$ cat src/rtl/peripheral_display_pkg.sv
// rtl/peripheral_display_pkg.sv - shared constants, scan state type and hex font for the display scanner
package peripheral_display_pkg;

   localparam logic [6:0] SEG_BLANK = 7'h7F;

   typedef enum logic {
      GAP   = 1'b0,
      DRIVE = 1'b1
   } scan_state_t;

   // Active-low gfedcba patterns for 0..F
   localparam logic [6:0] HEX_FONT [16] = '{
      7'h40, 7'h79, 7'h24, 7'h30, 7'h19, 7'h12, 7'h02, 7'h78,
      7'h00, 7'h18, 7'h08, 7'h03, 7'h46, 7'h21, 7'h06, 7'h0E
   };

endpackage

$ cat src/rtl/peripheral_scan_hexdec.sv
// rtl/peripheral_scan_hexdec.sv - combinational hex nibble to active-low segment lookup
module peripheral_scan_hexdec
   import peripheral_display_pkg::*;
(
   input  logic [3:0] nibble,
   output logic [6:0] seg
);

   assign seg = HEX_FONT[nibble];

endmodule

$ cat src/rtl/peripheral_display_scan.sv
// rtl/peripheral_display_scan.sv - multiplexed 7-segment scan controller with frame-aligned double buffer
// Optional leading-zero blanking: LEADING_ZERO_BLANK_EN
module peripheral_display_scan
   import peripheral_display_pkg::*;
#(
   parameter int NDIGITS     = 4,
   parameter int SLOT_CYCLES = 50000,
   parameter int GAP_CYCLES  = 16
) (
   input  logic                   clk,
   input  logic                   reset,
   input  logic                   load,
   input  logic [4*NDIGITS-1:0]   wr_data,
   input  logic [NDIGITS-1:0]     wr_mask,
   output logic [NDIGITS-1:0]     an,
   output logic [6:0]             seg,
   output logic                   frame_tick,
   output logic                   pending
);

   localparam int CW = $clog2(SLOT_CYCLES);
   localparam int IW = $clog2(NDIGITS);
   localparam logic [CW-1:0] GAP_LAST  = CW'(GAP_CYCLES - 1);
   localparam logic [CW-1:0] SLOT_LAST = CW'(SLOT_CYCLES - 1);
   localparam logic [IW-1:0] IDX_LAST  = IW'(NDIGITS - 1);

   scan_state_t          state, state_nx;
   logic [CW-1:0]        cnt, cnt_nx;
   logic [IW-1:0]        idx, idx_nx;
   logic                 boundary;

   logic [4*NDIGITS-1:0] shadow_data, pend_data;
   logic [NDIGITS-1:0]   shadow_mask, pend_mask;
   logic [NDIGITS-1:0]   lz;

   logic [3:0]           nib;
   logic                 nib_en, nib_lz;
   logic [6:0]           dec_seg;
   logic [NDIGITS-1:0]   an_nx;
   logic [6:0]           seg_nx;

   always_comb begin
      state_nx = state;
      cnt_nx   = cnt + 1'b1;
      idx_nx   = idx;
      boundary = 1'b0;
      case (state)
         GAP: begin
            if (cnt == GAP_LAST) state_nx = DRIVE;
         end
         DRIVE: begin
            if (cnt == SLOT_LAST) begin
               state_nx = GAP;
               cnt_nx   = '0;
               idx_nx   = (idx == IDX_LAST) ? '0 : idx + 1'b1;
               boundary = (idx == IDX_LAST);
            end
         end
         default: begin
            state_nx = GAP;
            cnt_nx   = '0;
         end
      endcase
   end

`ifdef LEADING_ZERO_BLANK_EN
   // Enabled zero digits above the first nonzero enabled digit go dark; digit 0 always shows.
   always_comb begin
      logic seen;
      lz   = '0;
      seen = 1'b0;
      for (int i = NDIGITS - 1; i >= 1; i--) begin
         if (shadow_mask[i]) begin
            if (shadow_data[i*4 +: 4] != 4'h0) seen = 1'b1;
            else if (!seen) lz[i] = 1'b1;
         end
      end
   end
`else
   assign lz = '0;
`endif

   always_comb begin
      nib    = 4'h0;
      nib_en = 1'b0;
      nib_lz = 1'b0;
      an_nx  = '1;
      for (int i = 0; i < NDIGITS; i++) begin
         if (idx == IW'(i)) begin
            nib    = shadow_data[i*4 +: 4];
            nib_en = shadow_mask[i];
            nib_lz = lz[i];
            if (state == DRIVE) an_nx[i] = 1'b0;
         end
      end
   end

   peripheral_scan_hexdec u_hexdec (
      .nibble (nib),
      .seg    (dec_seg)
   );

   // Masked digits keep their anode slot so brightness does not depend on content.
   assign seg_nx = (state == DRIVE && nib_en && !nib_lz) ? dec_seg : SEG_BLANK;

   always_ff @(posedge clk or posedge reset) begin
      if (reset) begin
         state       <= GAP;
         cnt         <= '0;
         idx         <= '0;
         an          <= '1;
         seg         <= SEG_BLANK;
         frame_tick  <= 1'b0;
         pending     <= 1'b0;
         shadow_data <= '0;
         shadow_mask <= '0;
         pend_data   <= '0;
         pend_mask   <= '0;
      end else begin
         state      <= state_nx;
         cnt        <= cnt_nx;
         idx        <= idx_nx;
         an         <= an_nx;
         seg        <= seg_nx;
         frame_tick <= boundary && (load || pending);
         if (boundary && load) begin
            shadow_data <= wr_data;
            shadow_mask <= wr_mask;
            pending     <= 1'b0;
         end else if (load) begin
            pend_data <= wr_data;
            pend_mask <= wr_mask;
            pending   <= 1'b1;
         end else if (boundary && pending) begin
            shadow_data <= pend_data;
            shadow_mask <= pend_mask;
            pending     <= 1'b0;
         end
      end
   end

endmodule
$ cat config.mk
export PLATFORM = sky130hd
export DESIGN_NAME = peripheral_display_scan
export DESIGN_NICKNAME = d
export VERILOG_FILES = /design/src/rtl/peripheral_display_pkg.sv /design/src/rtl/peripheral_scan_hexdec.sv /design/src/rtl/peripheral_display_scan.sv
export SDC_FILE = /design/constraint.sdc
export NUM_CORES = 1
export LEC_CHECK = 0
export BUFFER_PORTS_ARGS = -buffer_cell sky130_fd_sc_hd__buf_2
export CAP_MARGIN = 10
export CORE_MARGIN = 8
export CORE_UTILIZATION = 60
export CTS_CLUSTER_DIAMETER = 40
export DETAILED_ROUTE_END_ITERATION = 10
export GPL_TIMING_DRIVEN = 0
export MAX_ROUTING_LAYER = met4
export PLACE_DENSITY = 0.81
export SLEW_MARGIN = 0
export SYNTH_ARGS = -nofsm -noshare
export SYNTH_HDL_FRONTEND = slang
export SYNTH_SLANG_ARGS = --single-unit
$ cat constraint.sdc
create_clock -name clk -period 3.46 [get_ports clk]
set_input_delay 0.346 -clock clk [delete_from_list [all_inputs] [get_ports clk]]
set_output_delay 0.346 -clock clk [all_outputs]
set_load 0.01 [all_outputs]
Word level (Yosys, flattened, before mapping)
Memory sizes are Yosys's and may differ from the RTL's.
Cells that the tools add are included.
Storage, ports and cells
  memories kept: 1
  bits in read-only memories: 112
  logic and storage cells: 68
  output and inout port bits: 13
  register bits: 72
  input bits: 23
Operators by class
  $lt $le $gt $ge: 1
  reductions and logical operators: 11
  add/sub/neg operators: 2
  bitwise logic cells: 3
  mux-type cells: 33
  eq/ne operators: 6
Memory list
  (no name shown): depth 16, bits a word 7, read ports 1, clocked after memory_dff 0, wr ports 0, RTL line peripheral_scan_hexdec.sv:9  | assign seg = HEX_FONT[nibble];
Operators with widths (number)
  two-way mux 16 bit: 5
  two-way mux 4 bit: 7
  two-way mux 7 bit: 3
  adder 16 x 1 -> 16 bit, second input constant: 1
  equality test 16 bit, second input constant: 1
  equality test 16 x 4 -> 1 bit, second input constant: 1
  two-way mux 1 bit: 16
  AND reduction 2 bit: 3
  greater-or-equal comparator 5 bit, second input constant: 1
  inverter 4 -> 5 bit: 1
  equality test 2 bit, second input constant: 2
  logical AND 1 bit: 4
  nonzero test 3 bit: 1
  adder 2 x 1 -> 2 bit, second input constant: 1
  equality test 2 x 1 -> 1 bit, second input constant: 1
  zero test 2 bit: 1
  two-way mux 2 bit: 1
  inequality test 2 x 1 -> 1 bit, second input constant: 1
  inverter 1 bit: 2
  case mux 1 bit (2 select lines): 1
  nonzero test 2 bit: 1
  logical OR 1 bit: 1

Depth between registers and ports, before layout
  depth in word-level cells: 10
  mapped depth: 13
  depth with buffers taken out: 12

By module
A second synthesis with hierarchy kept.
Second synthesis, totals
  cell total of the unflattened synthesis: 311
  area, all modules: 3563.4 sq um
By module, submodules not included
  peripheral_display_scan: sequential area each 1815.5 sq um, times used 1, area an instance 3295.7 sq um, cells each 276
  peripheral_scan_hexdec: sequential area each 0.0 sq um, times used 1, area an instance 267.8 sq um, cells each 35

Least setup slack after synthesis
No wires, ideal clock.
  path kind: register to register
  start: reg idx[0]
  end: reg seg[0]
  required time: 3.367 ns
  path buffers: 1
  path slack: 1.197 ns
  stages on the path, launching flop included: 13
  library setup time: 0.093 ns
  period minus slack after synthesis: 2.263 ns
  arrival time: 2.170 ns
  cells stage by stage: dfrtp_1 -> inv_1 -> ha_1 -> buf_2 -> a21oi_1 -> o21ai_0 -> o21ai_0 -> o21ai_0 -> inv_1 -> ha_1 -> or3_1 -> o311ai_0 -> nand2_1
Between the ends
  word-level cells in the longest chain between the ends: 10
  elaborated cells on any way between the ends: 18
  those cells by class: eq/ne: 3; mux: 11; bitwise: 1; reduce/logical: 2; memory: 1
Ends and longest elaborated chain
  start, declared: RTL line peripheral_display_scan.sv:29  | logic [IW-1:0] idx, idx_nx;
  start signal, assigned: RTL line peripheral_display_scan.sv:122  | idx <= idx_nx;
  zero test 2 bit: RTL line peripheral_display_scan.sv:89  | if (idx == IW'(i)) begin
  two-way mux 4 bit (4 in series): RTL line peripheral_display_scan.sv:89
  inverter 4 -> 5 bit (implied by the code): RTL line peripheral_scan_hexdec.sv:9
  memory (16 x 7 bit)
  two-way mux 7 bit (implied by the code) (2 in series): RTL line peripheral_scan_hexdec.sv:9
  two-way mux 7 bit (*): RTL line peripheral_display_scan.sv:104  | assign seg_nx = (state == DRIVE && nib_en && !nib_lz) ? dec_seg : SEG_BLANK;
  via seg_nx[0]: RTL line peripheral_display_scan.sv:40  | logic [6:0] seg_nx;
  end signal, assigned: RTL line peripheral_display_scan.sv:124  | seg <= seg_nx;
  end, declared: RTL line peripheral_display_scan.sv:16  | output logic [6:0] seg,
The timed path passes the listed nets; every way through them passes the cells marked *. The select of a mux whose other input is x is not followed.
A chain may end at the register's enable or synchronous reset.

Worst setup path after layout
Same ends and word-level chain as after synthesis.

==> summary.md <==
| Metric | Value |
|---|---|
| Final Max Slew Viols | `0` |
| Worst path arrival time | `2.92 ns` |
| Leak | `1.698 nW` |
| Post-route cell area | `3890 um^2` |
| Peak supply drop | `0.2914 mV` |
| Cell mode on critical path | `o21ai_0` |
| PD cells | `~460 nW/um^2` |
| Worst-Skew Late Latency | `0.34 ns` |
| Synth Register Bits | `72` |
| Util after Layout | `70.64%` |
| CP top delay family | `compound AO/OA/AOI/OAI gates` |
| Die W | `91.30 um` |
| CP Class | `flop to flop` |
| Run status | `completed` |
| Core area | `5507 um^2` |
| Min Hold Slack | `0.1784 ns` |
| Top FF cell, synth | `dfrtp_1` |
| F_max | `0.3742 GHz` |
| Total CTS buffers | `9` |
| RSZ-0062 raised after global routing | `no` |
| Setup TNS Final | `0 ns` |
| P&R area growth vs syn | `14.34%` |
| Reg2reg end | `seg[0]` |
| Synth warnings | `0` |
| Global-route wire length before repair | `12340 um` |
| Worst reg-to-reg setup slack | `slightly below 0.8 ns` |
| Hold WC Path Type | `input pin to async pin` |
| Post-synth ARST share | `100.0%` |
| Clk sinks | `72` |
| Post-Place Setup Slack | `about 0.83 ns` |
| # setup viols final | `0` |
| MaxCap Viol Count | `0` |
| CTS hold repair buffers | `0` |
| Fin nets | `381` |
| Share of cells above drive strength 1 | `27.27%` |
| Clock-pin slew on the worst setup and hold paths | `0.08 ns` |
| CP required | `3.71 ns` |
| Placement Cell Area | `3670 um^2` |
| CTS Buffer Depth | `2` |
| DRC Markers | `0` |
| Slowest CP cell | `dfrtp_1` |
| Syn Inst Count | `around 300` |
| Die area | `8336 um^2` |
| Slew margin rel. | `44.59%` |
| Fin Clk Skew | `between 0.007 and 0.008 ns` |
| Global route overflow | `0` |
| Total power | `1.779 mW` |
| Fin. Hold Viols | `0` |
| Iter 0 DRT Violations | `approximately 160` |
| Worst Setup Slack, final | `0.7879 ns` |
| Busiest grt layer | `met2` |
| Synthesized area | `3402 um^2` |
| Number of synthesized flops with an enable pin | `0` |
| Crit end category | `flop` |
| DR vias | `2479` |
| Cts repair resizes | `0` |
| Routing usage on met3 | `4.527%` |
| Ant. Diodes | `0` |
| Postcts setup bufs | `0` |
| Syn Area/Cell | `roughly 11 um^2` |
| Largest net degree at the start of global routing | `73` |
| Final WL | `7179 um` |
| Initial Utilization | `61.78%` |
| Via density | `5.847` |
| Vias in the first global route | `2558` |
| Slew @ Worst Pin | `0.8311 ns` |
| CTS tree | `done` |
| Root buf cell | `clkbuf_8` |
| Reg2reg path depth | `11` |
| Number of core rows | `27` |
| Die height | `91.30 um` |
| Grt met1 use | `23.29%` |
| Max FO, Critical Path | `6` |
| Tmin final | `2.672 ns` |
| CP Buf/Inv Count | `2` |
| Register area share after synthesis | `53.37%` |
| Initial antenna violation count | `0` |
| Grt met2 use | `28.72%` |
| FF-to-FF Start | `idx[0]` |
| Htree depth | `3` |
| Syn_nets | `roughly 340` |
| Wirelength per Cell | `16.93 um` |
| Post-DP HPWL | `4856 um` |
| Antenna-violating nets left | `0` |
| Crit path cell chain | `inv_1 > ha_1 > nand2_1 > o21ai_0 > o21ai_0 > o21ai_0 > inv_1 > ha_1 > or3_1 > o311ai_0 > nand2_1` |
| Non-Filler Instances | `424` |
| Yosys cell types | `44` |
| Part of the cycle the worst path needs | `77.23%` |
| Fillers | `between 400 and 500` |
| Buffers on Ports | `35` |
| Placed Cells | `408` |
| Startpoint Class | `flop` |
| Total track usage | `19.01%` |
| Ports | `36` |
| RD Place Congestion | `about 0.92` |
| Pre-antenna DRT Iters | `5` |
| Crit-path max cell delay | `0.43 ns` |
## synthesized netlist by cell type (2+ instances only)
| cell | instances | area share, % |
|---|---|---|
| dfrtp_1 | 61 | 45 |
| nand2_1 | 23 | 2.5 |
| a22oi_1 | 20 | 4.4 |
| mux2_2 | 20 | 6.6 |
| nor2_1 | 20 | 2.2 |
| o2bb2ai_1 | 20 | 5.1 |
| dfstp_2 | 11 | 8.5 |
| ha_1 | 11 | 4.0 |
| nand3_1 | 11 | 1.6 |
| inv_1 | 10 | 1.1 |
| o21ai_0 | 10 | 1.5 |
| a21oi_1 | 7 | 1.0 |
| clkbuf_1 | 7 | 0.77 |
| xnor2_1 | 7 | 1.8 |
| xor2_1 | 7 | 1.8 |
| buf_2 | 5 | 0.74 |
| nor2b_1 | 5 | 0.92 |
| a211oi_1 | 4 | 0.88 |
| nor3_1 | 4 | 0.59 |
| nand3b_1 | 3 | 0.66 |
| o221ai_1 | 3 | 0.77 |
| a31oi_1 | 2 | 0.37 |
| and2_1 | 2 | 0.37 |
| and3_1 | 2 | 0.37 |
| buf_4 | 2 | 0.44 |
| buf_6 | 2 | 0.66 |
| mux2i_1 | 2 | 0.59 |
| nand4_1 | 2 | 0.37 |
| nor3b_1 | 2 | 0.44 |
| or3_1 | 2 | 0.37 |
## sequential cells by signal, summed over array words and instances, names as in the netlist
name         count
an               4
cnt             16
frame_tick       1
idx              2
pend_data       16
pend_mask        4
pending          1
seg              7
shadow_data     16
shadow_mask      4
state            1
## power by group
group / switching (mW) / leakage [nW] / internal (mW)
registers: 0.0206 / 0.876 / 0.885
clock network: 0.306 / 0.112 / 0.421
logic: 0.0785 / 0.710 / 0.0677
## routing by layer
metal	share of wire [%]	routed length (um)
met5	0	0
met4	2.4	169
met3	4.5	326
met2	47	3382
met1	46	3301
## layout make-up
| cell class | count | area (um^2) | area share [%] |
|---|---|---|---|
| Sequential cell | 72 | 1815 | 46.67 |
| Multi-Input combinational cell | 203 | 1460 | 37.54 |
| Timing Repair Buffer | 35 | 175.2 | 4.503 |
| Clock buffer | 10 | 137.6 | 3.538 |
| Tap cell | 72 | 90.09 | 2.316 |
| Buffer | 16 | 88.84 | 2.284 |
| Clock inverter | 6 | 82.58 | 2.123 |
| Inverter | 10 | 40.04 | 1.029 |
## how the worst max path moves through the flow
| stage | startpoint | to | slack, ns | depth (start not counted) |
|---|---|---|---|---|
| global placement | reset | pend_data[11] | 0.53 | 2 |
| detailed placement | idx[0] | seg[0] | 0.83 | 11 |
| finish | idx[0] | seg[0] | 0.79 | 11 |
| global route | idx[0] | seg[3] | 0.46 | 12 |
| floorplan | idx[0] | seg[0] | 1.20 | 12 |
| CTS | idx[0] | seg[0] | 0.81 | 11 |
## layout by cell type (no fill, tap or decap), types with 9 or more instances in the layout
cell and count:
dfstp_2 11, clkbuf_8 10, mux2_2 20, nand3_1 11
nand2_1 23, o2bb2ai_1 20, ha_1 11, nor2_1 20
a22oi_1 20, dfrtp_1 61, buf_2 40, inv_1 9
o21ai_0 10
## logic make-up after synthesis
logic type,after synthesis,synth area share (%)
xor gates and xnor gates,14,3.604
DFF,72,53.37
muxes,22,7.209
AOI/OAI and AO/OA,72,15.52
buffers and inverters,26,3.715
and+or+nand+nor,84,12.54
adders and majority gates,11,4.046
(Power assumes the default switching activity.)
